<file path="src/rtl/tisaradc_pkg.sv">
// Shared constants, lane packing helpers and the saturating correction math
// for the time-interleaved SAR ADC lane capture stage.
package tisaradc_pkg;

  localparam int LANES   = 8;
  localparam int BITS    = 9;
  localparam int FRAME_W = LANES * BITS;

  localparam logic signed [BITS:0] SAT_HI = {2'b00, {(BITS-1){1'b1}}};
  localparam logic signed [BITS:0] SAT_LO = {2'b11, {(BITS-1){1'b0}}};

  typedef enum logic [0:0] {
    CAL_IDLE  = 1'b0,
    CAL_ACCUM = 1'b1
  } cal_state_e;

  function automatic logic [BITS-1:0] lane_get(input logic [FRAME_W-1:0] frame, input int lane);
    return frame[lane*BITS +: BITS];
  endfunction

  function automatic logic [FRAME_W-1:0] lane_put(input logic [FRAME_W-1:0] frame, input int lane,
                                                  input logic [BITS-1:0] word);
    logic [FRAME_W-1:0] f;
    f = frame;
    f[lane*BITS +: BITS] = word;
    return f;
  endfunction

  // Subtracting the mid-code from an offset-binary word is an MSB flip.
  function automatic logic [BITS-1:0] ob_to_tc(input logic [BITS-1:0] raw);
    return raw ^ {1'b1, {(BITS-1){1'b0}}};
  endfunction

  function automatic logic signed [BITS:0] lane_sub(input logic [BITS-1:0] a, input logic [BITS-1:0] b);
    return $signed({a[BITS-1], a}) - $signed({b[BITS-1], b});
  endfunction

  function automatic logic [BITS-1:0] saturate(input logic signed [BITS:0] c);
    logic [BITS-1:0] r;
    if (c > SAT_HI) begin
      r = SAT_HI[BITS-1:0];
    end else if (c < SAT_LO) begin
      r = SAT_LO[BITS-1:0];
    end else begin
      r = c[BITS-1:0];
    end
    return r;
  endfunction

endpackage

</file>
<file path="src/rtl/tisaradc_frame_fifo.sv">
// Show-ahead synchronous FIFO; pointers carry one extra bit so that full and
// empty are distinguishable. A write while full only lands if a pop frees a slot.
module tisaradc_frame_fifo #(
  parameter int WIDTH = 72,
  parameter int DEPTH = 4
) (
  input  logic             clock,
  input  logic             reset_n,
  input  logic             wr_en,
  input  logic [WIDTH-1:0] wr_data,
  input  logic             rd_en,
  output logic [WIDTH-1:0] rd_data,
  output logic             full,
  output logic             empty
);

  localparam int AW = $clog2(DEPTH);
  localparam logic [AW:0] PTR_ONE = {{AW{1'b0}}, 1'b1};

  logic [WIDTH-1:0] mem_r [DEPTH];
  logic [AW:0]      wr_ptr_r;
  logic [AW:0]      rd_ptr_r;
  logic             push_s;
  logic             pop_s;

  // Flags, handshake qualification and the head-entry view.
  always_comb begin
    empty   = (wr_ptr_r == rd_ptr_r);
    full    = (wr_ptr_r[AW] != rd_ptr_r[AW]) && (wr_ptr_r[AW-1:0] == rd_ptr_r[AW-1:0]);
    pop_s   = rd_en && !empty;
    push_s  = wr_en && (!full || pop_s);
    rd_data = empty ? {WIDTH{1'b0}} : mem_r[rd_ptr_r[AW-1:0]];
  end

  // Pointer registers.
  always_ff @(posedge clock) begin
    if (!reset_n) begin
      wr_ptr_r <= {(AW+1){1'b0}};
      rd_ptr_r <= {(AW+1){1'b0}};
    end else begin
      if (push_s) wr_ptr_r <= wr_ptr_r + PTR_ONE;
      if (pop_s)  rd_ptr_r <= rd_ptr_r + PTR_ONE;
    end
  end

  // Storage array; contents are don't-care while empty.
  always_ff @(posedge clock) begin
    if (push_s) mem_r[wr_ptr_r[AW-1:0]] <= wr_data;
  end

endmodule

</file>
<file path="src/rtl/tisaradc_lane_capture.sv">
// Capture, offset-correct and buffer 8-lane TI-SAR ADC frames. Defining
// TISARADC_CAL_ACCUM_EN builds the per-lane mean measurement for calibration.
module tisaradc_lane_capture
  import tisaradc_pkg::*;
#(
  parameter int FIFO_DEPTH = 4,
  parameter int AVG_LOG2   = 10
) (
  input  logic               clock,
  input  logic               reset_n,
  input  logic               in_valid,
  input  logic [FRAME_W-1:0] adc_data,
  input  logic [FRAME_W-1:0] lane_offset,
  output logic               out_valid,
  input  logic               out_ready,
  output logic [FRAME_W-1:0] out_data,
  output logic               overflow,
  input  logic               ovf_clear,
  input  logic               cal_start,
  output logic               cal_busy,
  output logic               cal_done,
  output logic [FRAME_W-1:0] cal_mean
);

  logic               v1_r;
  logic [FRAME_W-1:0] raw_r;
  logic               v2_r;
  logic [FRAME_W-1:0] corr_r;
  logic [FRAME_W-1:0] s_frame_s;
  logic [FRAME_W-1:0] corr_s;
  logic               fifo_full_s;
  logic               fifo_empty_s;
  logic               drop_s;
  logic               overflow_r;

  // Stage 1: frame capture.
  always_ff @(posedge clock) begin
    if (!reset_n) begin
      v1_r  <= 1'b0;
      raw_r <= {FRAME_W{1'b0}};
    end else begin
      v1_r <= in_valid;
      if (in_valid) raw_r <= adc_data;
    end
  end

  // Per-lane two's complement conversion and saturating offset subtraction.
  always_comb begin
    s_frame_s = {FRAME_W{1'b0}};
    corr_s    = {FRAME_W{1'b0}};
    for (int i = 0; i < LANES; i++) begin
      s_frame_s = lane_put(s_frame_s, i, ob_to_tc(lane_get(raw_r, i)));
    end
    for (int i = 0; i < LANES; i++) begin
      corr_s = lane_put(corr_s, i, saturate(lane_sub(lane_get(s_frame_s, i), lane_get(lane_offset, i))));
    end
  end

  // Stage 2: corrected frame register.
  always_ff @(posedge clock) begin
    if (!reset_n) begin
      v2_r   <= 1'b0;
      corr_r <= {FRAME_W{1'b0}};
    end else begin
      v2_r <= v1_r;
      if (v1_r) corr_r <= corr_s;
    end
  end

  tisaradc_frame_fifo #(
    .WIDTH (FRAME_W),
    .DEPTH (FIFO_DEPTH)
  ) u_fifo (
    .clock   (clock),
    .reset_n (reset_n),
    .wr_en   (v2_r),
    .wr_data (corr_r),
    .rd_en   (out_ready),
    .rd_data (out_data),
    .full    (fifo_full_s),
    .empty   (fifo_empty_s)
  );

  assign out_valid = !fifo_empty_s;
  assign drop_s    = v2_r && fifo_full_s && !(out_valid && out_ready);
  assign overflow  = overflow_r;

  // Sticky drop flag; a drop outranks a simultaneous clear.
  always_ff @(posedge clock) begin
    if (!reset_n) begin
      overflow_r <= 1'b0;
    end else if (drop_s) begin
      overflow_r <= 1'b1;
    end else if (ovf_clear) begin
      overflow_r <= 1'b0;
    end
  end

`ifdef TISARADC_CAL_ACCUM_EN
  localparam int ACC_W = BITS + AVG_LOG2;

  cal_state_e          cal_state_r;
  cal_state_e          cal_state_nx;
  logic [FRAME_W-1:0]  s2_r;
  logic signed [ACC_W-1:0] acc_r     [LANES];
  logic signed [ACC_W-1:0] acc_sum_s [LANES];
  logic [AVG_LOG2-1:0] cnt_r;
  logic                cal_done_r;
  logic [FRAME_W-1:0]  cal_mean_r;
  logic [FRAME_W-1:0]  mean_s;
  logic                clr_s;
  logic                add_s;
  logic                fin_s;

  // Uncorrected samples travel alongside the corrected frame.
  always_ff @(posedge clock) begin
    if (!reset_n) begin
      s2_r <= {FRAME_W{1'b0}};
    end else if (v1_r) begin
      s2_r <= s_frame_s;
    end
  end

  // Running sums; the top BITS bits of a sum are its arithmetic shift by AVG_LOG2.
  always_comb begin
    mean_s = {FRAME_W{1'b0}};
    for (int i = 0; i < LANES; i++) begin
      acc_sum_s[i] = acc_r[i] + {{AVG_LOG2{s2_r[i*BITS+BITS-1]}}, lane_get(s2_r, i)};
      mean_s = lane_put(mean_s, i, acc_sum_s[i][AVG_LOG2 +: BITS]);
    end
  end

  // Calibration next-state and control.
  always_comb begin
    cal_state_nx = cal_state_r;
    clr_s        = 1'b0;
    add_s        = 1'b0;
    fin_s        = 1'b0;
    case (cal_state_r)
      CAL_IDLE: begin
        if (cal_start) begin
          clr_s        = 1'b1;
          cal_state_nx = CAL_ACCUM;
        end else begin
          cal_state_nx = CAL_IDLE;
        end
      end
      CAL_ACCUM: begin
        if (v2_r) begin
          add_s = 1'b1;
          if (cnt_r == {AVG_LOG2{1'b1}}) begin
            fin_s        = 1'b1;
            cal_state_nx = CAL_IDLE;
          end else begin
            cal_state_nx = CAL_ACCUM;
          end
        end else begin
          cal_state_nx = CAL_ACCUM;
        end
      end
      default: cal_state_nx = CAL_IDLE;
    endcase
  end

  // Calibration state, accumulators and result registers.
  always_ff @(posedge clock) begin
    if (!reset_n) begin
      cal_state_r <= CAL_IDLE;
      cnt_r       <= {AVG_LOG2{1'b0}};
      cal_done_r  <= 1'b0;
      cal_mean_r  <= {FRAME_W{1'b0}};
      for (int i = 0; i < LANES; i++) acc_r[i] <= {ACC_W{1'b0}};
    end else begin
      cal_state_r <= cal_state_nx;
      if (clr_s) begin
        cnt_r      <= {AVG_LOG2{1'b0}};
        cal_done_r <= 1'b0;
        for (int i = 0; i < LANES; i++) acc_r[i] <= {ACC_W{1'b0}};
      end else if (add_s) begin
        cnt_r <= cnt_r + {{(AVG_LOG2-1){1'b0}}, 1'b1};
        for (int i = 0; i < LANES; i++) acc_r[i] <= acc_sum_s[i];
        if (fin_s) begin
          cal_done_r <= 1'b1;
          cal_mean_r <= mean_s;
        end
      end
    end
  end

  assign cal_busy = (cal_state_r == CAL_ACCUM);
  assign cal_done = cal_done_r;
  assign cal_mean = cal_mean_r;
`else
  logic cal_unused_s;
  assign cal_unused_s = cal_start & (AVG_LOG2 != 0);
  assign cal_busy     = 1'b0;
  assign cal_done     = 1'b0;
  assign cal_mean     = {FRAME_W{1'b0}};
`endif

endmodule

</file>
<file path="config.mk">
export PLATFORM = sky130hd
export DESIGN_NAME = tisaradc_lane_capture
export DESIGN_NICKNAME = d
export VERILOG_FILES = /design/src/rtl/tisaradc_pkg.sv /design/src/rtl/tisaradc_frame_fifo.sv /design/src/rtl/tisaradc_lane_capture.sv
export SDC_FILE = /design/constraint.sdc
export NUM_CORES = 1
export LEC_CHECK = 0
export BUFFER_PORTS_ARGS = -buffer_cell sky130_fd_sc_hd__buf_2
export CAP_MARGIN = 20
export CORE_MARGIN = 3
export CORE_UTILIZATION = 60
export CTS_BUF_LIST = sky130_fd_sc_hd__clkbuf_2 sky130_fd_sc_hd__clkbuf_4 sky130_fd_sc_hd__clkbuf_8
export DETAILED_ROUTE_END_ITERATION = 10
export PLACE_DENSITY = 0.82
export SYNTH_ARGS = -nofsm -noshare
export SYNTH_HDL_FRONTEND = slang
export SYNTH_SLANG_ARGS = --single-unit
</file>
<file path="constraint.sdc">
create_clock -name clock -period 5.9 [get_ports clock]
set_input_delay 1.18 -clock clock [delete_from_list [all_inputs] [get_ports clock]]
set_output_delay 1.18 -clock clock [all_outputs]
set_load 0.005 [all_outputs]
</file>
==> key figures <==
Run status
  – Run status: completed

Global routing
  – Number of global-route vias before repair: 13800
  – Initial antenna violation count: 4
  – Pin count of the biggest net entering global routing: 89
  – GRT overflow: 0
  – First-pass GRT wire length: 70.4 mm
  – Total global-route track usage: 23.4%

Critical path
  – CP Depth: 4
  – R2R cell count: 9
  – CP Launch Type: flop
  – CP Data Required Time: 4.72 ns
  – R2r startpoint: raw_r[0]
  – Worst reg2reg setup slack: 3.18 ns
  – Critical Path Sink: out_data[35]
  – Worst Path Buf+Inv: 2
  – Setup crit end kind: output pin
  – Critical path class: flop to output pin
  – Critical path's slowest cell: dfxtp_4
  – Worst stage delay on the critical path: 0.59 ns
  – Crit Path Max Fanout: 16
  – WP data arrival: 2.47 ns
  – Family with the most delay on the worst path: flip-flops
  – CP Cell Sequence: buf_4 -> mux4_2 -> and2_1 -> buf_2
  – Reg-to-reg critical path endpoint: corr_r[5]

STA
  – Fin crit share: 61.9%
  – Max-slew headroom: 28.1%
  – Final count of pins violating max slew: 0
  – Max Clock Skew: 0.0228 ns
  – Worst setup margin: 2.25 ns
  – Achievable frequency: 274 MHz
  – Final hold violation count: 0
  – Crit path time final: 3.65 ns
  – RSZ-0062 raised after global routing: false
  – Final setup fails: 0
  – TNS Setup: 0 ns
  – Worst Tran Pin Value: 1.08 ns

Yosys
  – Post-synth top area cell: edfxtp_1
  – Gate Count Post-Synth: 1669
  – Most common cell in the netlist: edfxtp_1
  – Async set-reset flop share out of synthesis: 0%
  – Synth top area cells: edfxtp_1, dfxtp_1, mux4_2
  – Synth Cell Area: 21200 µm²
  – Post-synth cell types: 90
  – Number of synthesized flops with an enable pin: 288
  – Post-synth top area share: 40.9%
  – Yosys reg bits: 443
  – Seq/Total Area, Yosys: 55.6%
  – Synth Area per Inst: 12.7 µm²
  – Ys Warns: 0
  – Commonest cells in the netlist: edfxtp_1, dfxtp_1, nor2_1, inv_1, mux2i_1
  – Synth Flop Type: edfxtp_1

Floorplanning
  – Die Span X: 194 µm
  – Die height: 194 µm
  – Core area: 34600 µm²
  – Row cnt: 68
  – IO Pins: 298
  – Die Area: 37500 µm²
  – Initial Util: 61.1%

Job
  – Max-cap violations: 0

Place
  – Setup WS pre-CTS: 2.23 ns
  – Placed cells: 2288
  – PortBufs: 222
  – Post-DP Area: 22400 µm²
  – Dpl hpwl: 28.4 mm
  – GPL Wtd Cong: 0.893

Clock network
  – CTS tree: done
  – Clk sinks: 443
  – Max clock buf depth: 3
  – Resized cells post-CTS: 0
  – TritonCTS Buffers: 72
  – Hold_buf cts: 0
  – Setup bufs post-CTS: 0
  – Worst skew pair latency: 0.61 ns
  – Root Buffer: clkbuf_8
  – Register clock-pin slew on the reported worst setup and hold paths: 0.06 ns
  – H-tree levels: 3

Routing
  – Drt drc: 0
  – Routed wire length per instance: 18.1 µm
  – Vias: 13600
  – First-pass DRT Iterations: 5
  – Drt total wl: 43.9 mm
  – DRT iter0 DRCs: 790
  – Number of vias per cell: 5.60
  – Antenna-violating nets left: 0

Cells and area
  – Final instance area: 24100 µm²
  – Non-Filler Instances: 2427
  – FILL cells: 2438
  – Share of post-route cells with drive strength above 1: 24.9%
  – Layout net count: 2146
  – Synthesis-to-finish area growth: 13.9%

Power
  – Max VDD drop: 0.000188 V
  – Leakage: 9.59 nW
  – PD cells: 306 nW/µm²

Hold path
  – Hold Crit Class: flop to flop
[cells in the final DEF, fill, tap and decap left out, types with 6 or more instances in the layout]
cell type,count
inv_1,112
o31ai_1,9
mux2i_1,84
xor2_1,12
nand3_1,14
a21o_1,6
nor2b_1,23
buf_4,12
nor2_1,136
a21oi_1,57
o21ai_1,6
clkbuf_8,78
a211oi_1,7
clkinv_1,7
o221a_1,6
nor3_1,19
o21ai_0,74
edfxtp_1,288
and2_1,74
conb_1,74
maj3_2,14
mux4_2,72
o31a_1,9
maj3_1,20
nand2_1,43
clkbuf_4,24
ha_1,77
o211ai_1,11
dfxtp_1,152
a31oi_1,7
buf_2,221
nand2b_1,17
fa_1,8
or3_1,13
nor4_1,6
o21a_1,30
clkinv_2,14
xnor2_1,11
[flip-flops by register name (all words and copies together), names as in the netlist, named ones only]
| signal | flops |
|---|---|
| u_fifo.rd_ptr_r | 3 |
| v2_r | 1 |
| u_fifo.wr_ptr_r | 3 |
| v1_r | 1 |
| corr_r | 72 |
| overflow | 1 |
| u_fifo.mem_r | 288 |
| raw_r | 72 |
[layout make-up]
type / count / area (µm²) / area share (%)
repair buffers: 239 / 1340 / 5.56
clock buffers: 102 / 1250 / 5.20
multi-input cells: 1042 / 8450 / 35.1
diodes: 3 / 7.51 / 0.0312
clock inverters: 30 / 279 / 1.16
inverters: 113 / 425 / 1.77
well taps: 455 / 569 / 2.36
flip-flops and latches: 443 / 11800 / 48.8
[how the worst min path moves through the flow]
stage,start,endpoint,slack [ns],cells past startpoint
global placement,corr_r[31],u_fifo.mem_r[1][31],0.47,0
floorplan,corr_r[1],corr_r[1],0.45,2
CTS,corr_r[1],corr_r[1],0.49,2
global route,corr_r[17],u_fifo.mem_r[1][17],0.52,0
detailed placement,corr_r[1],corr_r[1],0.48,2
finish,corr_r[1],corr_r[1],0.49,2
[where the power goes]
group | switching, mW | leakage, nW | internal (mW)
Combinational | 0.565 | 4.98 | 0.508
Sequential | 0.0964 | 3.81 | 3.43
Clock | 1.17 | 0.804 | 1.60
[per-stage QoR]
| step | power (mW) | hold slack (ns) | util, % |
|---|---|---|---|
| final | 7.36 | 0.485 | 69.6 |
| after global routing | 7.70 | 0.515 | 69.6 |
| after CTS | 7.43 | 0.489 | 69.2 |
| after detailed placement | 4.65 | 0.481 | 64.8 |
| after global placement | 4.61 | 0.465 | 64.8 |
| after floorplan | 4.35 | 0.453 | - |
[routing by layer]
layer | up-vias | routed length (µm) | track usage [%]
met4 | 2 | 1560 | 10.6
met1 | 6543 | 17700 | 28.5
li1 | 6525 | - | -
met3 | 95 | 2720 | 4.97
met2 | 417 | 21900 | 40.2
met5 | - | 17 | 0
[kinds of logic after synthesis]
kind of cell	after synthesis	synth area share, %
flops	443	55.6
simple gates	383	9.40
compound gates	284	9.24
buf+inv	257	5.96
mux	156	11.6
fa+ha+maj	119	7.00
xor+xnor	26	1.18
other cells	1	0.0177
[tightest hold or removal path, delay by kind of cell (launching register included)]
family	cells	cell delay (ns)
compound gates	1	0.05
simple gates	1	0.06
flops	1	0.33
(Power assumes the default switching activity.)
